<file path="src/rtl/resource_credit_bp_pkg.sv">
// Shared types and elaboration helpers for resource_credit_bp.
// Optional feature macro used by the top: RESOURCE_CREDIT_LAT_CHK_EN.
package resource_credit_pkg;

    localparam int RSP_DAT_BITS = 64;
    localparam int RSP_CTL_BITS = 16;

    // Result entry at the default widths; the top builds a width-matched copy
    // of the same {dat, ctl} layout for its own parameters.
    typedef struct packed {
        logic [RSP_DAT_BITS-1:0] dat;
        logic [RSP_CTL_BITS-1:0] ctl;
    } rsp_t;

    // Credit counter width: must hold the value FIFO_DEPTH itself.
    function automatic int cred_bits(input int depth);
        return $clog2(depth) + 1;
    endfunction

    // FIFO_DEPTH must be a power of 2 (and at least 2) so the pointer MSB
    // trick distinguishes full from empty.
    function automatic bit is_pow2(input int n);
        return (n > 1) && ((n & (n - 1)) == 0);
    endfunction

endpackage

</file>
<file path="src/rtl/resource_credit_bp_if.sv">
// Single-channel stream interface used on both sides of resource_credit_bp.
//
// Handshake: a beat transfers on a rising clock edge where val && rdy are
// both high. Once the source raises val it holds val and the payload stable
// until the transfer happens; rdy may change freely and the source must not
// wait for rdy before asserting val.
interface if_axi_stream #(
    parameter int DAT_BITS = 64,
    parameter int CTL_BITS = 16,
    parameter int MOD_BITS = 3
);
    logic                val;
    logic                rdy;
    logic                sop;
    logic                eop;
    logic                err;
    logic [DAT_BITS-1:0] dat;
    logic [CTL_BITS-1:0] ctl;
    logic [MOD_BITS-1:0] mod;

    modport source (output val, sop, eop, err, dat, ctl, mod, input rdy);
    modport sink   (input val, sop, eop, err, dat, ctl, mod, output rdy);

    // Aliases for code written in master/slave terms.
    modport master (output val, sop, eop, err, dat, ctl, mod, input rdy);
    modport slave  (input val, sop, eop, err, dat, ctl, mod, output rdy);
endinterface

</file>
<file path="src/rtl/resource_credit_bp_fifo.sv">
// credit_fifo: first-word-fall-through synchronous FIFO with occupancy count.
// Pointers carry one extra MSB so full and empty are distinguishable.
// Writes while full are dropped; reads while empty are ignored.
module credit_fifo #(
    parameter int W     = 80,
    parameter int DEPTH = 8,
    localparam int AW   = $clog2(DEPTH)
) (
    input  logic         clk,
    input  logic         rst,
    input  logic         wr_en,
    input  logic [W-1:0] wr_dat,
    input  logic         rd_en,
    output logic [W-1:0] rd_dat,
    output logic         empty,
    output logic         full,
    output logic [AW:0]  count
);
    localparam logic [AW:0] DEPTH_C = (AW + 1)'(DEPTH);
    localparam logic [AW:0] PTR_ONE = (AW + 1)'(1);

    logic [AW:0]  wr_ptr;
    logic [AW:0]  rd_ptr;
    logic [W-1:0] mem [DEPTH];
    logic         wr_ok;
    logic         rd_ok;

    assign count  = wr_ptr - rd_ptr;
    assign empty  = (wr_ptr == rd_ptr);
    assign full   = (count == DEPTH_C);
    assign wr_ok  = wr_en && !full;
    assign rd_ok  = rd_en && !empty;
    assign rd_dat = mem[rd_ptr[AW-1:0]];

    // Pointer advance; write and read in the same cycle both take effect.
    always_ff @(posedge clk or posedge rst) begin
        if (rst) begin
            wr_ptr <= '0;
            rd_ptr <= '0;
        end else begin
            if (wr_ok) wr_ptr <= wr_ptr + PTR_ONE;
            if (rd_ok) rd_ptr <= rd_ptr + PTR_ONE;
        end
    end

    // Storage array; contents need no reset since the pointers gate them.
    always_ff @(posedge clk) begin
        if (wr_ok) mem[wr_ptr[AW-1:0]] <= wr_dat;
    end
endmodule

</file>
<file path="src/rtl/resource_credit_bp.sv">
// resource_credit_bp: wraps a fixed-latency, non-stallable resource so it can
// live behind a backpressured stream. Requests issue only while credits
// remain; every credit reserves one result FIFO slot, so results are never
// dropped even when the downstream side stalls.
// Optional feature macro: RESOURCE_CREDIT_LAT_CHK_EN compiles in a checker
// that flags results arriving off the expected latency or with a wrong tag.
module resource_credit_bp
    import resource_credit_pkg::*;
#(
    parameter int DAT_BITS    = RSP_DAT_BITS,
    parameter int CTL_BITS    = RSP_CTL_BITS,
    parameter int RES_LATENCY = 4,
    parameter int FIFO_DEPTH  = 8
) (
    input  logic                i_clk,
    input  logic                i_rst,
    if_axi_stream.sink          i_axi,
    if_axi_stream.source        o_axi,
    output logic                o_req_val,
    output logic [DAT_BITS-1:0] o_req_dat,
    output logic [CTL_BITS-1:0] o_req_ctl,
    input  logic                i_rsp_val,
    input  logic [DAT_BITS-1:0] i_rsp_dat,
    input  logic [CTL_BITS-1:0] i_rsp_ctl,
    output logic                o_err
);
    localparam int              CB         = cred_bits(FIFO_DEPTH);
    localparam int              AW         = $clog2(FIFO_DEPTH);
    localparam logic [CB-1:0]   CRED_INIT  = CB'(FIFO_DEPTH);
    localparam logic [CB-1:0]   CRED_ONE   = CB'(1);

    typedef struct packed {
        logic [DAT_BITS-1:0] dat;
        logic [CTL_BITS-1:0] ctl;
    } entry_t;

    if (!is_pow2(FIFO_DEPTH)) begin : g_bad_depth
        $error("resource_credit_bp: FIFO_DEPTH must be a power of 2");
    end
    if (RES_LATENCY < 1) begin : g_bad_latency
        $error("resource_credit_bp: RES_LATENCY must be at least 1");
    end

    logic [CB-1:0] cred;
    logic          rdy_q;
    logic          issue;
    logic          pop;
    logic          fifo_empty;
    logic          fifo_full;
    logic [AW:0]   fifo_count;
    entry_t        wr_entry;
    entry_t        head;
    logic          ovf;
    logic          lat_err;

    assign issue = i_axi.val && rdy_q;
    assign pop   = o_axi.val && o_axi.rdy;

    // Request side: issue goes straight through to the resource.
    assign i_axi.rdy = rdy_q;
    assign o_req_val = issue;
    assign o_req_dat = i_axi.dat;
    assign o_req_ctl = i_axi.ctl;

    // Credit counter; rdy_q is kept equal to (cred != 0) as a register so the
    // upstream ready never depends combinationally on downstream ready.
    always_ff @(posedge i_clk or posedge i_rst) begin
        if (i_rst) begin
            cred  <= CRED_INIT;
            rdy_q <= 1'b1;
        end else begin
            case ({issue, pop})
                2'b10: begin
                    cred  <= cred - CRED_ONE;
                    rdy_q <= (cred != CRED_ONE);
                end
                2'b01: begin
                    cred  <= cred + CRED_ONE;
                    rdy_q <= 1'b1;
                end
                default: begin
                    cred  <= cred;
                    rdy_q <= rdy_q;
                end
            endcase
        end
    end

    assign wr_entry.dat = i_rsp_dat;
    assign wr_entry.ctl = i_rsp_ctl;

    credit_fifo #(
        .W     ($bits(entry_t)),
        .DEPTH (FIFO_DEPTH)
    ) u_fifo (
        .clk    (i_clk),
        .rst    (i_rst),
        .wr_en  (i_rsp_val),
        .wr_dat (wr_entry),
        .rd_en  (o_axi.rdy),
        .rd_dat (head),
        .empty  (fifo_empty),
        .full   (fifo_full),
        .count  (fifo_count)
    );

    // Result side: FIFO head is presented as a single-beat packet.
    assign o_axi.val = !fifo_empty;
    assign o_axi.dat = head.dat;
    assign o_axi.ctl = head.ctl;
    assign o_axi.sop = 1'b1;
    assign o_axi.eop = 1'b1;
    assign o_axi.err = 1'b0;
    assign o_axi.mod = '0;

    // A result with no free slot means the resource returned something that
    // was never credited.
    assign ovf = i_rsp_val && fifo_full;

`ifdef RESOURCE_CREDIT_LAT_CHK_EN
    logic [RES_LATENCY-1:0] iss_sr;
    logic [CTL_BITS-1:0]    ctl_sr [RES_LATENCY];

    // Delayed copy of issue strobes, aligned to when results must return.
    always_ff @(posedge i_clk or posedge i_rst) begin
        if (i_rst) begin
            iss_sr <= '0;
        end else begin
            iss_sr[0] <= issue;
            for (int i = 1; i < RES_LATENCY; i++) iss_sr[i] <= iss_sr[i-1];
        end
    end

    // Delayed copy of issued tags, compared only where a result is expected.
    always_ff @(posedge i_clk) begin
        ctl_sr[0] <= i_axi.ctl;
        for (int i = 1; i < RES_LATENCY; i++) ctl_sr[i] <= ctl_sr[i-1];
    end

    assign lat_err = (i_rsp_val != iss_sr[RES_LATENCY-1]) ||
                     (i_rsp_val && iss_sr[RES_LATENCY-1] &&
                      (i_rsp_ctl != ctl_sr[RES_LATENCY-1]));
`else
    assign lat_err = 1'b0;
`endif

    // Sticky error flag, cleared only by reset.
    always_ff @(posedge i_clk or posedge i_rst) begin
        if (i_rst) begin
            o_err <= 1'b0;
        end else if (ovf || lat_err) begin
            o_err <= 1'b1;
        end
    end
endmodule

</file>
<file path="src/flat_wrapper.sv">
// flat-port wrapper written by rule: the top's interface ports become plain ports
module resource_credit_bp_flat import resource_credit_pkg::*;
#(
    parameter int DAT_BITS    = RSP_DAT_BITS,
    parameter int CTL_BITS    = RSP_CTL_BITS,
    parameter int RES_LATENCY = 4,
    parameter int FIFO_DEPTH  = 8
)
  (i_clk, i_rst, o_req_val, o_req_dat, o_req_ctl, i_rsp_val, i_rsp_dat, i_rsp_ctl, o_err, i_axi_val, i_axi_sop, i_axi_eop, i_axi_err, i_axi_dat, i_axi_ctl, i_axi_mod, i_axi_rdy, o_axi_val, o_axi_sop, o_axi_eop, o_axi_err, o_axi_dat, o_axi_ctl, o_axi_mod, o_axi_rdy);
  if_axi_stream #(.DAT_BITS(DAT_BITS), .CTL_BITS(CTL_BITS)) i_axi_i ();
  if_axi_stream #(.DAT_BITS(DAT_BITS), .CTL_BITS(CTL_BITS)) o_axi_i ();
  input  logic i_clk;
  input  logic i_rst;
  output logic o_req_val;
  output logic [DAT_BITS-1:0] o_req_dat;
  output logic [CTL_BITS-1:0] o_req_ctl;
  input  logic i_rsp_val;
  input  logic [DAT_BITS-1:0] i_rsp_dat;
  input  logic [CTL_BITS-1:0] i_rsp_ctl;
  output logic o_err;
  input wire logic [$bits(i_axi_i.val)-1:0] i_axi_val;
  input wire logic [$bits(i_axi_i.sop)-1:0] i_axi_sop;
  input wire logic [$bits(i_axi_i.eop)-1:0] i_axi_eop;
  input wire logic [$bits(i_axi_i.err)-1:0] i_axi_err;
  input wire logic [$bits(i_axi_i.dat)-1:0] i_axi_dat;
  input wire logic [$bits(i_axi_i.ctl)-1:0] i_axi_ctl;
  input wire logic [$bits(i_axi_i.mod)-1:0] i_axi_mod;
  output wire logic [$bits(i_axi_i.rdy)-1:0] i_axi_rdy;
  output wire logic [$bits(o_axi_i.val)-1:0] o_axi_val;
  output wire logic [$bits(o_axi_i.sop)-1:0] o_axi_sop;
  output wire logic [$bits(o_axi_i.eop)-1:0] o_axi_eop;
  output wire logic [$bits(o_axi_i.err)-1:0] o_axi_err;
  output wire logic [$bits(o_axi_i.dat)-1:0] o_axi_dat;
  output wire logic [$bits(o_axi_i.ctl)-1:0] o_axi_ctl;
  output wire logic [$bits(o_axi_i.mod)-1:0] o_axi_mod;
  input wire logic [$bits(o_axi_i.rdy)-1:0] o_axi_rdy;
  assign i_axi_i.val = i_axi_val;
  assign i_axi_i.sop = i_axi_sop;
  assign i_axi_i.eop = i_axi_eop;
  assign i_axi_i.err = i_axi_err;
  assign i_axi_i.dat = i_axi_dat;
  assign i_axi_i.ctl = i_axi_ctl;
  assign i_axi_i.mod = i_axi_mod;
  assign i_axi_rdy = i_axi_i.rdy;
  assign o_axi_val = o_axi_i.val;
  assign o_axi_sop = o_axi_i.sop;
  assign o_axi_eop = o_axi_i.eop;
  assign o_axi_err = o_axi_i.err;
  assign o_axi_dat = o_axi_i.dat;
  assign o_axi_ctl = o_axi_i.ctl;
  assign o_axi_mod = o_axi_i.mod;
  assign o_axi_i.rdy = o_axi_rdy;
  resource_credit_bp #(.DAT_BITS(DAT_BITS), .CTL_BITS(CTL_BITS), .RES_LATENCY(RES_LATENCY), .FIFO_DEPTH(FIFO_DEPTH)) u_core (.i_clk(i_clk), .i_rst(i_rst), .i_axi(i_axi_i), .o_axi(o_axi_i), .o_req_val(o_req_val), .o_req_dat(o_req_dat), .o_req_ctl(o_req_ctl), .i_rsp_val(i_rsp_val), .i_rsp_dat(i_rsp_dat), .i_rsp_ctl(i_rsp_ctl), .o_err(o_err));
endmodule
</file>
<file path="config.mk">
export PLATFORM = sky130hd
export DESIGN_NAME = resource_credit_bp_flat
export DESIGN_NICKNAME = d
export VERILOG_FILES = /design/src/rtl/resource_credit_bp_pkg.sv /design/src/rtl/resource_credit_bp_if.sv /design/src/rtl/resource_credit_bp_fifo.sv /design/src/rtl/resource_credit_bp.sv /design/src/flat_wrapper.sv
export SDC_FILE = /design/constraint.sdc
export NUM_CORES = 1
export LEC_CHECK = 0
export CORE_AREA = 2 2 219 221
export DETAILED_ROUTE_END_ITERATION = 7
export DIE_AREA = 0 0 221 223
export GPL_TIMING_DRIVEN = 1
export PLACE_DENSITY = 0.79
export SLEW_MARGIN = 40
export SYNTH_ARGS = -nofsm -noshare
export SYNTH_HDL_FRONTEND = slang
export SYNTH_HIERARCHICAL = 1
export SYNTH_SLANG_ARGS = --single-unit
</file>
<file path="constraint.sdc">
create_clock -name i_clk -period 11.7 [get_ports i_clk]
set_input_delay 1.755 -clock i_clk [delete_from_list [all_inputs] [get_ports i_clk]]
set_output_delay 1.755 -clock i_clk [all_outputs]
set_load 0.1 [all_outputs]
</file>
Yosys cells after proc, flatten, opt, wreduce, memory -nomap -nowiden
Memories as Yosys holds them, arrays and structs flattened. Index checks and enable logic that the tools add are counted.

Flip-flop bits (word level): 14. Bits in writable memories: 640. Bits of input ports: 171. Output and inout port bits: 170. Logic and storage cells: 27. Memories: 1.

Memory list: u_core.u_fifo.mem (depth 8, width 80, read ports 1, clocked after Yosys merged registers in 0, write ports 1, line resource_credit_bp_fifo.sv:24) `logic [W-1:0] mem [DEPTH];`.

Add/subtract/negate cells: 5. Equality and inequality tests: 5. Multiplexer cells: 4. Reductions and logical operators: 7.

Operators by type and width (count): adder 4 x 1 -> 4 bit (second input constant) (3); one-hot mux 4 bit (2 select lines) (1); == test 4 bit (1); == test 4 bit (second input constant) (1); logical AND 1 bit (4); != test 4 x 1 -> 1 bit (second input constant) (1); subtractor 4 x 1 -> 4 bit (second input constant) (1); subtractor 4 bit (1); == test 2 x 1 -> 1 bit (second input constant) (1); == test 2 bit (second input constant) (1); logical NOT 1 bit (2); 2-to-1 mux 1 bit (2); one-hot mux 1 bit (2 select lines) (1); nonzero test 2 bit (1).

Depth between registers and ports, before layout
Gate-level depths: netlist of run 1.

Depth after elaboration: 6. Gate-level depth with buffers: 12. Depth with buffers taken out: 9.

Hierarchy
The synthesis of run 1 kept the hierarchy.

Modules (own cells, without submodules): credit_fifo (instances 1, cells an instance 1156, area an instance 24612.4 um^2, seq. area each 19418.6 um^2); resource_credit_bp (instances 1, cells an instance 119, area an instance 993.5 um^2, seq. area each 152.6 um^2).

Worst setup path before layout of run 1
OpenSTA, ideal clock, no wires.

Kind: input to register. Start: in i_rsp_val. End: mem u_core.u_fifo.mem[0][0] (enable). Setup time: 0.715 ns. Arrival: 9.414 ns. Data required time: 10.985 ns. Path slack: 1.571 ns. Stages on the path: 2. Path buffers: 0. Path through: nand2_1 nor4_1.

Word-level cells in the longest chain between the ends: 3.

RTL lines: start, declared (line flat_wrapper.sv:17) `input logic i_rsp_val;`; logical AND 1 bit (line resource_credit_bp_fifo.sv:31) `assign wr_ok = wr_en && !full;`; 2-to-1 mux 1 bit (line resource_credit_bp_fifo.sv:48) `if (wr_ok) mem[wr_ptr[AW-1:0]] <= wr_dat;`; 2-to-1 mux 1 bit (implied by the code) (line resource_credit_bp_fifo.sv:48); end, declared (line resource_credit_bp_fifo.sv:24).

No other way between the ends.

Worst setup path after layout of run 1
Start: reg u_core.u_fifo.rd_ptr[0]. End: out o_axi_ctl[11].

Word-level cells in the longest chain between the ends: 1.

RTL lines: start, declared (line resource_credit_bp_fifo.sv:23) `logic [AW:0] rd_ptr;`; start signal, assigned (line resource_credit_bp_fifo.sv:42) `if (rd_ok) rd_ptr <= rd_ptr + PTR_ONE;`; memory (8 x 80 bit); end, declared (line flat_wrapper.sv:34) `output wire logic [$bits(o_axi_i.ctl)-1:0] o_axi_ctl;`.

No other way between the ends.

==> impl_metrics.csv, run 1 <==
group,metric,value,unit
clock_tree,cts_buffer_depth,3,
placed_design,portBuffers,168,
clock_tree,hold_buffers,0,
synth,yosysWarnings,6,
die,start_util,0.5430,
routing,avgRoutedWirePerCell,26.12,um
worst_setup_path,critPathLaunchType,"register",
routing,first_pass_iters,5,
final_layout,fin_area,29270,um^2
global_route,grt_first_pass_wirelength,80.35,mm
routing,initialDrtViolationCount,1084,
placed_design,dpl.hpwl,29.63,mm
worst_setup_path,crit_type,"reg2out",
clock_tree,path_clk_slew,0.06,ns
worst_setup_path,crit_top_cell,"nand2_1",
timing,drv_slew,0,
timing,max_slew_margin,0.4163,
synth,netlist_instances,1274,
die,die_y,223,um
worst_setup_path,end_kind,"output port",
global_route,overflow,0,
clock_tree,cts_tree,"done",
synth,syn_area,25600,um^2
clock_tree,cts_num_sinks,654,
clock_tree,cts-root-buf,"clkbuf_16",
timing,rsz0062_at_grt,"false",
worst_setup_path,crit_path_cell_trace,"buf_12 -> buf_4 -> buf_6 -> mux4_2 -> nand2_1 -> nand2_1 -> buf_2",
clock_tree,htreeDepth,3,
timing,setup_viol,0,
global_route,antenna_found_initial,4,
clock_tree,cts_buffers,66,
timing,fin_crit_sh,0.4825,
routing,detail-route-antenna-nets,0,
timing,worstMarginPinSlew,0.8755,ns
routing,wl,53.91,mm
timing,tns,0,ns
synth,synth.avg_cell_area,20.10,um^2
placed_design,post_dp_cell_area,27060,um^2
routing,vias_per_cell,5.852,
die,core,47150,um^2
routing,vias,12080,
clock_tree,ctsResizeCount,0,
global_route,grt.total_usage,0.2227,
final_layout,layout.nets,1580,
worst_setup_path,critPathArrivalTime,3.89,ns
clock_tree,clk_latency,0.61,ns
worst_setup_path,critPathMaxFanout,48,
worst_setup_path,worstPathRequired,9.95,ns
die,placementRows,80,
die,num_io_pins,341,
hold_path,holdCritPathClass,"reg2reg",
worst_setup_path,crit_path_max_incr_delay,0.65,ns
placed_design,gp_congestion,0.7232,
routing,drc_errors,0,
die,die_area,49280,um^2
final_layout,syn_to_final_growth,14.31,%
final_layout,instances_no_fill,2064,
timing,final_hold_viol_count,0,
outcome,status,"finished, final reports clean",
timing,fmax,177.1,MHz
global_route,grt_pass1_vias,12660,
clock_tree,cts_setup_buffers,0,
die,die_w,221,um
global_route,grt_max_degree,75,
timing,layout_min_cycle_time,5.645,ns
timing,skew,0.01871,ns
placed_design,dpl.cell_count,1946,
run,maxCapViolCount,0,
worst_setup_path,cp_slowest_cell,"dfrtp_4",
final_layout,drive_above_1_share,0.2661,
## routing by layer
metal | vias to the layer above | part of all wire | track usage
met5 | - | 0.00043 | 0
met4 | 4 | 0.047 | 0.1143
met3 | 153 | 0.067 | 0.04952
met2 | 441 | 0.51 | 0.3723
met1 | 6310 | 0.38 | 0.2760
li1 | 5171 | - | -
## cell usage in the layout, fill, tap and decap left out, drive strengths merged, types with 3 or more instances in the layout
master / count
edfxtp: 640
bufinv: 8
inv: 15
clkinv: 26
clkdlybuf4s50: 84
clkinvlp: 3
conb: 6
nor3: 4
ha: 9
clkbuf: 75
a21oi: 3
buf: 109
xor2: 6
dfrtp: 12
xnor2: 6
nor2: 3
mux4: 160
nand4: 3
nand2: 249
## final timing paths
kind / start / endpoint / slack [ns] / depth (start not counted)
min in group asynchronous: i_rst / u_core/o_err$_DFFE_PP0P_ / 1.43 / 2
max in group asynchronous: i_rst / u_core/u_fifo/rd_ptr[1]$_DFFE_PP0P_ / 9.98 / 2
hold / removal: u_core/cred[2]$_DFFE_PP0P_ / u_core/cred[2]$_DFFE_PP0P_ / 0.52 / 1
hold reg to reg: u_core/cred[2]$_DFFE_PP0P_ / u_core/cred[2]$_DFFE_PP0P_ / 0.52 / 1
setup reg to reg: u_core/u_fifo/rd_ptr[2]$_DFFE_PP0P_ / u_core/u_fifo/mem[2][18]$_DFFE_PP_ / 7.28 / 8
setup / recovery: u_core/u_fifo/rd_ptr[0]$_DFFE_PP0P_ / o_axi_ctl[11] / 6.05 / 7
## registers in the layout, indices dropped and copies added (netlist names)
signal,count
u_core/i_axi.rdy,1
u_core/o_err,1
u_core/u_fifo/wr_ptr,4
u_core/u_fifo/mem,640
u_core/u_fifo/rd_ptr,4
u_core/cred,4
## area by class of cell
type	count	area (um^2)
flip-flops and latches	654	19580
fillers	3128	17880
multi-input cells	473	5155
clock buffers	75	1707
repair buffers	193	1523
well taps	615	769.5
clock inverters	41	481.7
inverters	11	43.79
diodes	2	5.005
## stage by stage
stage | util | hold WS [ns] | setup WS, ns
floorplan | - | 0.4680 | 1.571
global placement | 0.5811 | 0.4554 | 5.511
detailed placement | 0.5739 | 0.4991 | 6.618
CTS | 0.6204 | 0.5135 | 5.932
global route | 0.6208 | 0.5162 | 5.744
finish | 0.6208 | 0.5211 | 6.055
## critical path: cells and delay by family (launching register included)
kind | cells | cell delay (ns)
buffers and inverters | 4 | 1.73
DFF | 1 | 0.65
muxes | 1 | 0.60
and+or+nand+nor | 2 | 0.22
Power of run 1 is left out: the tool's default activity adds up to more than one toggle a clock period on the data nets, which glitch-free logic cannot reach.
==> inputs of run 2 (changes only) <==
clock period = 5.5 ns   (was 11.7 ns; I/O delays follow)
==> run 2 against run 1 <==
Worst hold slack got worse by 0.066 ns; sequential share of layout area about the same; register-to-register slack got worse by 5.6 ns; core utilization about the same; die area unchanged; wire length increased by 2.7%; clock skew decreased by 0.0026 ns; non-clock buffer count increased by 8; sequential cell count unchanged; global-route usage increased by 0.45 points; critical path depth increased by 2; clock-buffer cell count increased by 7; critical endpoint is now u_core/u_fifo/mem[7][33]$_DFFE_PP_.
==> impl_metrics.csv, run 2 (same netlist as run 1, synthesis figures left out) <==
group,metric,value,unit
final_layout,largest_reg_flops,640,
clock_tree,cts_buffer_depth,3,
placed_design,gp_congestion,0.7217,
worst_setup_path,end_kind,"register",
die,num_io_pins,341,
clock_tree,ctsResizeCount,0,
final_layout,drive_above_1_share,0.2665,
clock_tree,cts_tree,"done",
hold_path,holdCritPathClass,"reg2reg",
timing,drv_slew,0,
routing,vias,12170,
worst_setup_path,r2r-end,"u_core/u_fifo/mem[7][33]$_DFFE_PP_",
clock_tree,path_clk_slew,0.06,ns
final_layout,ff_latch_area,19580,um^2
timing,final_hold_viol_count,0,
worst_setup_path,critPathLaunchType,"register",
timing,setup_viol,0,
placed_design,dp_slack,1.515,ns
outcome,status,"finished, final reports clean",
timing,setup_ws,1.685,ns
routing,detail-route-antenna-nets,0,
placed_design,dpl.hpwl,30.54,mm
clock_tree,cts_num_sinks,654,
final_layout,layout_common_cells,"edfxtp_1 (640), nand2_1 (249), mux4_2 (160), clkdlybuf4s50_1 (84), buf_2 (83)",
worst_setup_path,critPathArrivalTime,4.08,ns
final_layout,multi_input_area,5172,um^2
clock_tree,clk_latency,0.59,ns
timing,fin_crit_sh,0.6937,
clock_tree,cts_buffers,66,
final_layout,num-fill-cells,3195,
final_layout,syn_to_final_growth,14.40,%
routing,drc_errors,0,
die,die_y,223,um
global_route,grt_max_degree,67,
routing,wl,55.38,mm
global_route,grt.total_usage,0.2272,
global_route,overflow,0,
clock_tree,hold_buffers,0,
run,maxCapViolCount,0,
clock_tree,cts_setup_buffers,0,
final_layout,layout.nets,1588,
timing,worstMarginPinSlew,0.8084,ns
clock_tree,cts-root-buf,"clkbuf_16",
routing,avgRoutedWirePerCell,26.75,um
worst_setup_path,crit_end,"u_core/u_fifo/mem[7][33]$_DFFE_PP_",
routing,first_pass_iters,5,
timing,layout_min_cycle_time,3.815,ns
worst_setup_path,crit_start,"u_core/u_fifo/rd_ptr[0]$_DFFE_PP0P_",
worst_setup_path,crit_type,"reg2reg",
worst_setup_path,critPathMaxFanout,66,
global_route,grt_first_pass_wirelength,81.94,mm
timing,rsz0062_at_grt,"false",
global_route,grt_pass1_vias,12730,
worst_setup_path,rr_worst_depth,9,
clock_tree,htreeDepth,3,
routing,vias_per_cell,5.878,
die,die_area,49280,um^2
global_route,antenna_found_initial,4,
worst_setup_path,r2r-start,"u_core/u_fifo/rd_ptr[0]$_DFFE_PP0P_",
die,core,47150,um^2
timing,max_slew_margin,0.4593,
die,placementRows,80,
final_layout,final_common_cell,"edfxtp_1",
routing,initialDrtViolationCount,1080,
timing,skew,0.01608,ns
die,start_util,0.5430,
worst_setup_path,regToRegSetupSlack,1.68,ns
placed_design,portBuffers,168,
worst_setup_path,worstPathRequired,5.76,ns
timing,fmax,262.1,MHz
die,die_w,221,um
==> run 2: worst min-delay path by stage <==
| stage | slack (ns) | start | depth (start not counted) | endpoint |
|---|---|---|---|---|
| after floorplan | 0.47 | u_core/cred[2]$_DFFE_PP0P_ | 1 | u_core/cred[2]$_DFFE_PP0P_ |
| after global placement | 0.44 | u_core/o_err$_DFFE_PP0P_ | 1 | u_core/o_err$_DFFE_PP0P_ |
| after detailed placement | 0.44 | u_core/o_err$_DFFE_PP0P_ | 1 | u_core/o_err$_DFFE_PP0P_ |
| after CTS | 0.45 | u_core/o_err$_DFFE_PP0P_ | 1 | u_core/o_err$_DFFE_PP0P_ |
| after global routing | 0.46 | u_core/o_err$_DFFE_PP0P_ | 1 | u_core/o_err$_DFFE_PP0P_ |
| final | 0.46 | u_core/o_err$_DFFE_PP0P_ | 1 | u_core/o_err$_DFFE_PP0P_ |
==> run 2: layer usage <==
layer,global-route usage,vias up,share of wire
met5,0,-,0.00042
met1,0.2818,6334,0.37
met4,0.1000,4,0.036
met2,0.3912,506,0.52
met3,0.04544,130,0.073
li1,-,5194,-
==> run 2: worst max-delay path: stages (launching register included) <==
cell     delay [ns]
dfrtp_4        0.58
buf_12         0.28
ha_1           0.22
inv_1          0.06
fa_1           0.37
xor2_1         0.16
or3_4          0.39
nor3_4         0.71
nor2_4         0.31
buf_12         0.34
==> run 2: cell type report <==
cell class,count,share of cell area
Antenna cell,3,0.0002563
Clock buffer,82,0.05989
Inverter,11,0.001452
Sequential cell,654,0.6686
Clock inverter,31,0.009783
Multi-Input combinational cell,473,0.1766
Tap cell,615,0.02627
Timing Repair Buffer,201,0.05712
==> run 2: per-stage QoR <==
stage	util	instance area (um^2)	hold slack [ns]	instances	setup TNS (ns)
floorplan	-	25630	0.4680	1278	-988.99
global placement	0.5855	27600	0.4412	1952	0
detailed placement	0.5774	27220	0.4397	1953	0
CTS	0.6206	29260	0.4527	2066	0
global route	0.6212	29290	0.4631	2069	0
finish	0.6212	29290	0.4555	2070	0
Power of run 2 is left out for the same reason.
